`config.mk`:
```
export PLATFORM = sky130hd
export DESIGN_NAME = fifo_rr_write_sched
export DESIGN_NICKNAME = d
export VERILOG_FILES = /design/src/rtl/soc_fifo_pkg.sv /design/src/rtl/fifo_rr_write_sched_arb.sv /design/src/rtl/fifo_rr_write_sched_fifo.sv /design/src/rtl/fifo_rr_write_sched.sv
export SDC_FILE = /design/constraint.sdc
export NUM_CORES = 1
export LEC_CHECK = 0
export BUFFER_PORTS_ARGS = -buffer_cell sky130_fd_sc_hd__buf_4
export CAP_MARGIN = 15
export CORE_ASPECT_RATIO = 0.6
export CORE_MARGIN = 5
export CORE_UTILIZATION = 45
export CTS_BUF_LIST = sky130_fd_sc_hd__clkbuf_16
export DETAILED_ROUTE_END_ITERATION = 12
export REMOVE_ABC_BUFFERS = 1
export SYNTH_ARGS = -nofsm -noshare
export SYNTH_HDL_FRONTEND = slang
export SYNTH_HIERARCHICAL = 1
export SYNTH_SLANG_ARGS = --single-unit
export TNS_END_PERCENT = 10
```
`constraint.sdc`:
```
create_clock -name clk -period 6.35 [get_ports clk]
set_input_delay 1.5875 -clock clk [delete_from_list [all_inputs] [get_ports clk]]
set_output_delay 1.5875 -clock clk [all_outputs]
set_load 0.02 [all_outputs]
```
`src/rtl/soc_fifo_pkg.sv`:
```
`default_nettype none
// ============================================================================
//  Module      : soc_fifo_pkg
//  Description : Shared types and helpers for the round-robin FIFO write
//                scheduler (scheduler states, ID width helper).
//  Revision    : 1.0 - initial release
// ============================================================================
package soc_fifo_pkg;

   // Scheduler states: free arbitration, or locked to one packet owner
   typedef enum logic [0:0] {
      IDLE = 1'b0,
      LOCK = 1'b1
   } sched_st_t;

   // Width of a producer index; a single producer still gets one bit
   function automatic int id_w(input int n);
      return (n > 1) ? $clog2(n) : 1;
   endfunction

endpackage
`default_nettype wire

```
`src/rtl/fifo_rr_write_sched_arb.sv`:
```
`default_nettype none
// ============================================================================
//  Module      : rr_arbiter
//  Description : Combinational round-robin arbiter. Grants the first active
//                request found scanning upward (with wrap) from ptr_i.
//  Revision    : 1.0 - initial release
// ============================================================================
module rr_arbiter
   import soc_fifo_pkg::*;
#(
   parameter int N_REQ = 4,
   parameter int ID_W  = id_w(N_REQ)
) (
   input  logic [N_REQ-1:0] req_i,
   input  logic [ID_W-1:0]  ptr_i,
   output logic [N_REQ-1:0] grant_o,
   output logic [ID_W-1:0]  idx_o,
   output logic             valid_o
);

   int              j;
   logic [ID_W-1:0] w_j;

   // Scan from the priority pointer and keep only the first hit
   always_comb begin
      grant_o = '0;
      idx_o   = '0;
      valid_o = 1'b0;
      j       = 0;
      w_j     = '0;
      for (int k = 0; k < N_REQ; k++) begin
         j = int'(ptr_i) + k;
         if (j >= N_REQ) begin
            j = j - N_REQ;
         end
         w_j = ID_W'(j);
         if (!valid_o && req_i[w_j]) begin
            valid_o      = 1'b1;
            grant_o[w_j] = 1'b1;
            idx_o        = w_j;
         end
      end
   end

endmodule
`default_nettype wire

```
`src/rtl/fifo_rr_write_sched_fifo.sv`:
```
`default_nettype none
// ============================================================================
//  Module      : sync_gp_fifo
//  Description : Single-clock general-purpose FIFO with occupancy count,
//                synchronous flush and an overflow/underflow error flag.
//  Revision    : 1.0 - initial release
// ============================================================================
module sync_gp_fifo #(
   parameter int WIDTH  = 8,
   parameter int SLOTS  = 8,
   parameter int OCUP_W = $clog2(SLOTS) + 1
) (
   input  logic              clk,
   input  logic              rst,
   input  logic              clear_i,
   input  logic              push_i,
   input  logic [WIDTH-1:0]  data_i,
   input  logic              pop_i,
   output logic [WIDTH-1:0]  data_o,
   output logic              full_o,
   output logic              empty_o,
   output logic [OCUP_W-1:0] ocup_o,
   output logic              error_o
);

   localparam int PW = (SLOTS > 1) ? $clog2(SLOTS) : 1;

   logic [WIDTH-1:0]  mem_q [SLOTS];
   logic [PW-1:0]     wr_ptr_q, wr_ptr_d;
   logic [PW-1:0]     rd_ptr_q, rd_ptr_d;
   logic [OCUP_W-1:0] cnt_q, cnt_d;
   logic              w_wr_en, w_rd_en;

   function automatic logic [PW-1:0] ptr_inc(input logic [PW-1:0] p);
      return (p == PW'(SLOTS - 1)) ? '0 : p + PW'(1);
   endfunction

   assign full_o  = (cnt_q == OCUP_W'(SLOTS));
   assign empty_o = (cnt_q == '0);
   assign ocup_o  = cnt_q;
   assign data_o  = mem_q[rd_ptr_q];
   assign w_wr_en = push_i & ~full_o & ~clear_i;
   assign w_rd_en = pop_i & ~empty_o & ~clear_i;
   assign error_o = ~clear_i & ((push_i & full_o) | (pop_i & empty_o));

   // Pointer and count next-state; flush wins over any push/pop
   always_comb begin
      wr_ptr_d = wr_ptr_q;
      rd_ptr_d = rd_ptr_q;
      cnt_d    = cnt_q;
      if (clear_i) begin
         wr_ptr_d = '0;
         rd_ptr_d = '0;
         cnt_d    = '0;
      end else begin
         if (w_wr_en) wr_ptr_d = ptr_inc(wr_ptr_q);
         if (w_rd_en) rd_ptr_d = ptr_inc(rd_ptr_q);
         if (w_wr_en && !w_rd_en)      cnt_d = cnt_q + OCUP_W'(1);
         else if (!w_wr_en && w_rd_en) cnt_d = cnt_q - OCUP_W'(1);
      end
   end

   // Pointers clear synchronously while reset is held
   always_ff @(posedge clk) begin
      if (rst) begin
         wr_ptr_q <= '0;
         rd_ptr_q <= '0;
         cnt_q    <= '0;
      end else begin
         wr_ptr_q <= wr_ptr_d;
         rd_ptr_q <= rd_ptr_d;
         cnt_q    <= cnt_d;
      end
   end

   // Storage array, data only, no reset needed
   always_ff @(posedge clk) begin
      if (w_wr_en) begin
         mem_q[wr_ptr_q] <= data_i;
      end
   end

endmodule
`default_nettype wire

```
`src/rtl/fifo_rr_write_sched.sv`:
```
`default_nettype none
// ============================================================================
//  Module      : fifo_rr_write_sched
//  Description : Round-robin write scheduler sharing one FIFO between N_REQ
//                valid/ready producers. Packets hold the grant until last.
//                Each stored beat carries its source index.
//  Revision    : 1.0 - initial release
// ============================================================================
module fifo_rr_write_sched
   import soc_fifo_pkg::*;
#(
   parameter int N_REQ     = 4,
   parameter int WIDTH     = 32,
   parameter int SLOTS     = 8,
   parameter int AF_THRESH = 2,
   parameter int ID_W      = id_w(N_REQ),
   parameter int OCUP_W    = $clog2(SLOTS) + 1
) (
   input  logic                        clk,
   input  logic                        rst,
   input  logic                        clear_i,
   input  logic [N_REQ-1:0]            req_valid_i,
   input  logic [N_REQ-1:0]            req_last_i,
   input  logic [N_REQ-1:0][WIDTH-1:0] req_data_i,
   output logic [N_REQ-1:0]            req_ready_o,
   output logic                        out_valid_o,
   input  logic                        out_ready_i,
   output logic [WIDTH-1:0]            out_data_o,
   output logic [ID_W-1:0]             out_id_o,
   output logic                        out_last_o,
   output logic [OCUP_W-1:0]           ocup_o,
   output logic                        almost_full_o
);

   typedef struct packed {
      logic [ID_W-1:0]  id;
      logic             last;
      logic [WIDTH-1:0] data;
   } entry_t;

   localparam int ENTRY_W = $bits(entry_t);

   sched_st_t         state_q, state_d;
   logic [ID_W-1:0]   rr_ptr_q, rr_ptr_d;
   logic [ID_W-1:0]   owner_q, owner_d;

   logic [N_REQ-1:0]  w_arb_grant;
   logic [ID_W-1:0]   w_arb_idx;
   logic              w_arb_valid;
   logic [N_REQ-1:0]  w_grant;
   logic [ID_W-1:0]   w_sel;
   logic              w_sel_valid;
   logic              w_can_push;
   logic              w_accept;
   logic              w_pop;
   entry_t            w_wr_entry;
   entry_t            w_head;
   logic              w_fifo_full;
   logic              w_fifo_empty;
   logic              w_fifo_err;
   logic [OCUP_W-1:0] w_fifo_ocup;
   logic [OCUP_W-1:0] w_free;

   rr_arbiter #(
      .N_REQ (N_REQ),
      .ID_W  (ID_W)
   ) u_arb (
      .req_i   (req_valid_i),
      .ptr_i   (rr_ptr_q),
      .grant_o (w_arb_grant),
      .idx_o   (w_arb_idx),
      .valid_o (w_arb_valid)
   );

   // Grant source: arbiter when idle, packet owner only while locked
   always_comb begin
      w_grant     = '0;
      w_sel       = w_arb_idx;
      w_sel_valid = w_arb_valid;
      if (state_q == LOCK) begin
         w_grant[owner_q] = req_valid_i[owner_q];
         w_sel            = owner_q;
         w_sel_valid      = req_valid_i[owner_q];
      end else begin
         w_grant = w_arb_grant;
      end
   end

   // No write-through on pop: a full FIFO refuses every producer
   assign w_can_push = ~w_fifo_full & ~clear_i & ~rst;
   assign req_ready_o = w_grant & {N_REQ{w_can_push}};
   assign w_accept    = w_sel_valid & w_can_push;

   assign w_wr_entry.id   = w_sel;
   assign w_wr_entry.last = req_last_i[w_sel];
   assign w_wr_entry.data = req_data_i[w_sel];

   // Scheduler next state: clear abandons any packet, last releases the lock
   always_comb begin
      state_d  = state_q;
      rr_ptr_d = rr_ptr_q;
      owner_d  = owner_q;
      if (clear_i) begin
         state_d  = IDLE;
         rr_ptr_d = '0;
      end else if (w_accept) begin
         if (w_wr_entry.last) begin
            state_d  = IDLE;
            rr_ptr_d = (w_sel == ID_W'(N_REQ - 1)) ? '0 : w_sel + ID_W'(1);
         end else begin
            state_d = LOCK;
            owner_d = w_sel;
         end
      end
   end

   // Scheduler state registers
   always_ff @(posedge clk or posedge rst) begin
      if (rst) begin
         state_q  <= IDLE;
         rr_ptr_q <= '0;
         owner_q  <= '0;
      end else begin
         state_q  <= state_d;
         rr_ptr_q <= rr_ptr_d;
         owner_q  <= owner_d;
      end
   end

   sync_gp_fifo #(
      .WIDTH  (ENTRY_W),
      .SLOTS  (SLOTS),
      .OCUP_W (OCUP_W)
   ) u_fifo (
      .clk     (clk),
      .rst     (rst),
      .clear_i (clear_i),
      .push_i  (w_accept),
      .data_i  (w_wr_entry),
      .pop_i   (w_pop),
      .data_o  (w_head),
      .full_o  (w_fifo_full),
      .empty_o (w_fifo_empty),
      .ocup_o  (w_fifo_ocup),
      .error_o (w_fifo_err)
   );

   // Outputs read zero while empty or in reset
   assign out_valid_o   = ~w_fifo_empty & ~rst;
   assign w_pop         = out_valid_o & out_ready_i & ~clear_i;
   assign out_data_o    = out_valid_o ? w_head.data : '0;
   assign out_id_o      = out_valid_o ? w_head.id   : '0;
   assign out_last_o    = out_valid_o & w_head.last;
   assign ocup_o        = rst ? '0 : w_fifo_ocup;
   assign w_free        = OCUP_W'(SLOTS) - w_fifo_ocup;
   assign almost_full_o = ~rst & (int'(w_free) <= AF_THRESH);

   // The push/pop gating above must keep the FIFO from over/underflowing
   always_ff @(posedge clk) begin
      if (!rst) begin
         assert (!w_fifo_err);
      end
   end

endmodule
`default_nettype wire
```
==> results.md, run 1 <==
- Area grow syn2layout: 19.4%
- Hold-fix buffers, CTS: 0
- Starting Density: between 40% and 50%
- CP arrival: 3.40 ns
- Slew Viols, Final: 0
- Final setup viols: 0
- Net Sw Power: 0.00162 W
- H-tree lvl count: 1
- Top Ports: 185
- Net Sw Frac: 28.0%
- DRT Wirelength: 28.5 mm
- Comb pwr share: 26.4%
- Sequential share of power: 48.2%
- Internal power: 0.00416 W
- Vias in the first global route: 7270
- Vias/cell: 5.56
- Vias post-DR: a little over 7k
- Setup crit end kind: output port
- Mapped Cells: 670
- Cell area after synthesis: 13400 sq um
- CTS Buffer Depth: 3
- Avg Inst Size Synth: 20.1 sq um
- First-pass GRT wire length: 43.0 mm
- Die ar.: 33500 sq um
- Setup bufs post-CTS: 0
- Max Cap Violations: 0
- CTS sink cnt: 298
- # diodes: 0
- Clock skew: just over 0.01 ns
- Yosys warning count: 6
- Maximum vdd drop: 0.310 mV
- Rel. slew slack: 31.0%
- Clk pwr share: 25.3%
- TNS Setup: 0 ns
- Gr usage total: 16.7%
- Power per Cell Area: 360 nW/um^2
- Antenna violations before repair: 0
- Hold depth: 2
- Reg2reg path depth: 11
- Fmax: 0.200 GHz
- Row count: 49
- Final core occ: 54.1%
- Post-DP HPWL: 17.0 mm
- Share of post-route cells with drive strength above 1: 37.6%
- R2r setup slk: 1.97 ns
- RSZ-0062 raised after global routing: false
- Final hold vios: 0
- Core footprint: 29700 sq um
- Worst r2r src: rr_ptr_q[0]
- Worst Path Class, Setup: input port to output port
- Total gr overflow: 0
- Total Power: 0.00577 W
- Largest net degree at the start of global routing: 71
- Post-layout minimum cycle time: 4.99 ns
- Data required time of the worst path: 4.76 ns
- Min-delay src: u_fifo/rd_ptr_q[0]
- CTS buffer count: 26
- Horiz. Die Dim: roughly 230 um
- Hold crit path type: flip-flop to flip-flop
- Post-route antenna net violation count: 0
- Worst-Margin Slew: 1.03 ns
- GPL Wtd Cong: 0.802
- Drt initial violations: 424
- Hold slack: 0.497 ns
- Reg-to-Reg End: owner_q[1]
- I/O Buffers: approximately 180
- Clk slew on worst S/H paths: 0.06 ns
- # DRC: 0
- Status: completed
- DRT Pass-1 Iters: 5
- DR WL/cell: 22.2 um
- Critical-path maximum fanout: 13
- Later-pin clock latency in the skew report: 0.53 ns
- Resized Gates After CTS: 0
- Die H: 144 um
- Setup crit start kind: input port
- Post-route clock period utilization: 78.6%
- # nets final: 1013
- Clk root buf: clkbuf_16
- CTS tree: done
- P_leak: 5.54 nW
## power by group through the flow
stage / Clock (W) / Combinational (W) / Sequential (W)
4_1_cts: 0.00150 / 0.00155 / 0.00279
3_3_place_gp: 0 / 0.00147 / 0.00282
2_1_floorplan: 0 / 0.00106 / 0.00281
3_5_place_dp: 0 / 0.00155 / 0.00283
6_report: 0.00146 / 0.00153 / 0.00279
5_1_grt: 0.00158 / 0.00167 / 0.00279
## worst max path at each step
stage	slack (ns)	end	cells past startpoint	start
CTS	1.39	req_ready_o[3]	8	req_valid_i[3]
floorplan	0.57	u_fifo/mem_q[1][0]	8	req_valid_i[1]
global route	1.23	req_ready_o[1]	8	req_valid_i[3]
finish	1.36	req_ready_o[3]	8	req_valid_i[3]
detailed placement	1.31	owner_q[0]	10	req_valid_i[2]
global placement	1.42	owner_q[0]	10	req_valid_i[2]
## registers in the layout (all words and copies together), names as in the netlist, named ones only
name             flops
state_q              1
u_fifo/ocup_o        4
u_fifo/mem_q       280
u_fifo/wr_ptr_q      3
rr_ptr_q             2
owner_q              2
u_fifo/rd_ptr_q      3
## per-stage QoR
step	area, sq um	worst slack, ns	cells
finish	16000	1.36	1282
global route	16000	1.23	1282
CTS	16000	1.39	1282
detailed placement	15300	1.31	1238
global placement	15300	1.42	1238
floorplan	13200	0.565	631
## cell usage in the layout (no fill, tap or decap), types with 2 or more instances in the layout
cell type,n
edfxtp_1,280
buf_4,199
mux4_1,72
mux2_2,37
mux4_2,36
and2_1,35
clkbuf_16,27
nor2_1,20
inv_1,19
ha_1,14
dfxtp_1,10
nand2b_1,9
clkinv_1,9
nand2_1,8
a21oi_1,8
mux2i_1,8
a22oi_1,8
nor2_4,7
o21ai_0,6
dfrtp_1,5
or3_1,4
mux2_4,3
nor3_2,3
nand4b_1,3
nor2b_1,3
nor3_1,2
o311ai_1,2
xor2_1,2
or2_2,2
nand3_1,2
dfxtp_4,2
## layout make-up
class	count	area, sq um
fill	2362	13600
sequential	298	8800
multi-input combinational	318	4420
timing repair buffer	199	1490
clock buffer	27	676
tap	408	510
clock inverter	17	95.1
inverter	15	56.3
## metal layers
layer	wire length, um	GRT usage [%]	vias to the layer above
li1	-	-	3198
met1	13300	24.8	3708
met2	13400	26.9	189
met3	1400	3.24	34
met4	347	2.36	0
met5	0	0	-
## worst max-delay path, stage by stage
cell and delay [ns]:
buf_4 0.14, mux4_2 0.62, nor4b_4 0.45, a22oi_1 0.14, o21ai_0 0.11, nand2b_1 0.07
a21oi_1 0.12, buf_4 0.16
Note: power is estimated with default switching activity, not from simulation.
==> run 2: changes to the inputs <==
- clock period: 6.35 -> 5 ns (I/O delays scaled with it)
==> run 2 against run 1 <==
  * Highest routed layer unchanged
  * Total power increased by 29%
  * Sequential power up 26%
  * Routed wire length grew 2.1%
  * Clock-buffer cell count did not move
  * Largest cell class unchanged
  * Worst setup slack worse by 0.91 ns
  * Sequential share of layout area shrank 0.26 points
  * Critical path type is now flip-flop to output port
==> results.md, run 2 (same netlist as run 1, synthesis figures left out) <==
- Status: completed
- Area grow syn2layout: 20.0%
- Hold slack: 0.497 ns (+0.000416 ns)
- Worst Path Class, Setup: flip-flop to output port
- Clock skew: 0.0121 ns (+0.00182 ns)
- Max Cap Violations: 0 (unchanged)
- DRT Wirelength: 29.1 mm (+2.1%)
- Share of post-route cells with drive strength above 1: 38.7% (+1.1 points)
- Internal power: 0.00532 W (+28%)
- Row count: 49 (unchanged)
- Net Sw Power: 0.00213 W (+32%)
- Largest net degree at the start of global routing: 71 (unchanged)
- Top Ports: 185 (unchanged)
- DR WL/cell: 22.6 um (+1.5%)
- CP bufs+invs: 2 (unchanged)
- CTS buffer count: 27 (+3.8%)
- Critical-path maximum fanout: 10 (-3)
- Critical path, cell by cell: inv_1 -> ha_1 -> mux4_2 -> nor4b_4 -> a22oi_1 -> o21ai_0 -> nand2b_1 -> a21oi_1 -> buf_4
- Max reg flops: 280 (unchanged)
- Die H: 144 um (unchanged)
- Die ar.: 33500 sq um (unchanged)
- Post-route antenna net violation count: 0 (unchanged)
- Hold crit path type: flip-flop to flip-flop
- Worst-Margin Slew: 0.965 ns (-0.0666 ns)
- Setup bufs post-CTS: 0 (unchanged)
- Clk slew on worst S/H paths: 0.06 ns (about the same)
- # diodes: 0 (unchanged)
- Fin cells: 1289 (+0.55%)
- CP arrival: 3.30 ns (-0.10 ns)
- Antenna violations before repair: 0 (unchanged)
- # DRC: 0 (unchanged)
- Worst Slack Setup Final: 0.451 ns (-0.907 ns)
- Setup crit start kind: flip-flop
- Core footprint: 29700 sq um (unchanged)
- Commonest non-fill, non-tap cells in the layout: 280 x edfxtp_1, 199 x buf_4, 72 x mux4_1, 37 x mux2_2, 36 x mux4_2
- Hold-fix buffers, CTS: 0 (unchanged)
- Max stage delay on crit path: 0.57 ns (-0.05 ns)
- Post-DP HPWL: 18.1 mm (+6.7%)
- Rel. slew slack: 35.5% (+4.5 points)
- Setup crit end kind: output port
- Maximum vdd drop: 0.301 mV (-2.8%)
- Comb pwr share: 27.4% (+1.0 points)
- Fmax: 0.220 GHz
- CTS Buffer Depth: 3 (unchanged)
- Total gr overflow: 0 (unchanged)
- Most common cell after layout, fill and taps aside: edfxtp_1
- Clk pwr share: 25.3% (about the same)
- CTS tree: done
- Sequential share of power: 47.2% (-1.0 points)
- Post-layout minimum cycle time: roughly 4.5 ns
- Power per Cell Area: 462 nW/um^2 (+28%)
- GPL Wtd Cong: 0.802 (unchanged)
- Vias in the first global route: 7493 (+3.1%)
- Gr usage total: 17.1% (+0.40 points)
- Drt initial violations: 547 (+29%)
- Post-place setup slack: 0.283 ns (-1.03 ns)
- Vias/cell: 5.52 (-0.72%)
- Final hold vios: 0 (unchanged)
- First-pass GRT wire length: 43.9 mm (+2.0%)
- H-tree lvl count: 1 (unchanged)
- CTS sink cnt: 298 (unchanged)
- CP delay by family, top: flip-flops
- Net Sw Frac: 28.6% (+0.54 points)
- Data required time of the worst path: 3.75 ns (-1.01 ns)
- Vias post-DR: 7116 (-0.18%)
- Cells after DPL: 1240 (+0.16%)
- DRT Pass-1 Iters: 5 (unchanged)
- Critical path's slowest cell: dfrtp_1
- Post-route clock period utilization: 91.0%
- Horiz. Die Dim: 233 um (unchanged)
- TNS Setup: 0 ns (unchanged)
- Clk root buf: clkbuf_16
- R2r setup slk: 0.58 ns (-1.39 ns)
- Later-pin clock latency in the skew report: 0.53 ns (about the same)
- I/O Buffers: 184 (unchanged)
- RSZ-0062 raised after global routing: false
- P_leak: 5.58 nW (+0.64%)
- Final setup viols: 0 (unchanged)
- # nets final: 1016 (+0.30%)
- Biggest register: u_fifo/mem_q
- Slew Viols, Final: 0 (unchanged)
- Starting Density: 45.3% (unchanged)
- Resized Gates After CTS: 0 (unchanged)
run 2: changes by cell type in the layout (fill, tap and decap cells not counted), sizes merged:
cell      delta
buf          +2
clkinv       +6
clkinvlp     +1
inv          -2
run 2: final cells by class:
cell class / count / area, sq um
timing repair buffer: 201 / 1530
multi-input combinational: 318 / 4420
inverter: 15 / 56.3
fill: 2329 / 13500
clock buffer: 27 / 676
sequential: 298 / 8800
clock inverter: 22 / 133
tap: 408 / 510
run 2: stage by stage:
stage               power, W  cell area (sq um)  utilization [%]
CTS                  0.00752              16100             54.3
detailed placement   0.00564              15300             51.6
finish               0.00745              16100             54.3
floorplan            0.00491              13200                -
global placement     0.00552              15300             51.6
global route         0.00779              16100             54.3
run 2: power by group through the flow:
stage          clock network (W)  logic (W)  registers (W)
4_1_cts                  0.00193    0.00207        0.00352
3_3_place_gp                   0    0.00195        0.00357
5_1_grt                  0.00204    0.00222        0.00353
3_5_place_dp                   0    0.00207        0.00357
6_report                 0.00189    0.00204        0.00352
2_1_floorplan                  0    0.00134        0.00357
run 2: path summary, 6_finish.rpt:
| path | from | endpoint | depth (start not counted) |
|---|---|---|---|
| setup / recovery | rr_ptr_q[1] | req_ready_o[2] | 9 |
| hold / removal | u_fifo/rd_ptr_q[1] | flip-flop | 2 |
| setup reg to reg | rr_ptr_q[1] | u_fifo/mem_q[2][24] | 11 |
| hold reg to reg | u_fifo/rd_ptr_q[1] | flip-flop | 2 |
| max in group asynchronous | rst | owner_q[0] | 2 |
| min in group asynchronous | rst | rr_ptr_q[1] | 2 |
run 2: worst register-to-register path, cell delays in order, from the launching register on:
cell,delay (ns)
dfrtp_1,0.57
inv_1,0.19
ha_1,0.39
mux4_2,0.40
nor3_1,0.13
nand2b_1,0.16
mux2i_2,0.16
nor2_1,0.13
nor3b_2,0.47
nand2b_1,0.34
nor2_4,0.83
buf_4,0.37
run 2: metal layers:
| layer | vias to the layer above | wire [um] | track usage, % |
|---|---|---|---|
| li1 | 3202 | - | - |
| met3 | 44 | 1400 | 2.86 |
| met5 | - | 0 | 0 |
| met4 | 0 | 395 | 2.92 |
| met2 | 214 | 14300 | 28.8 |
| met1 | 3656 | 13100 | 24.4 |
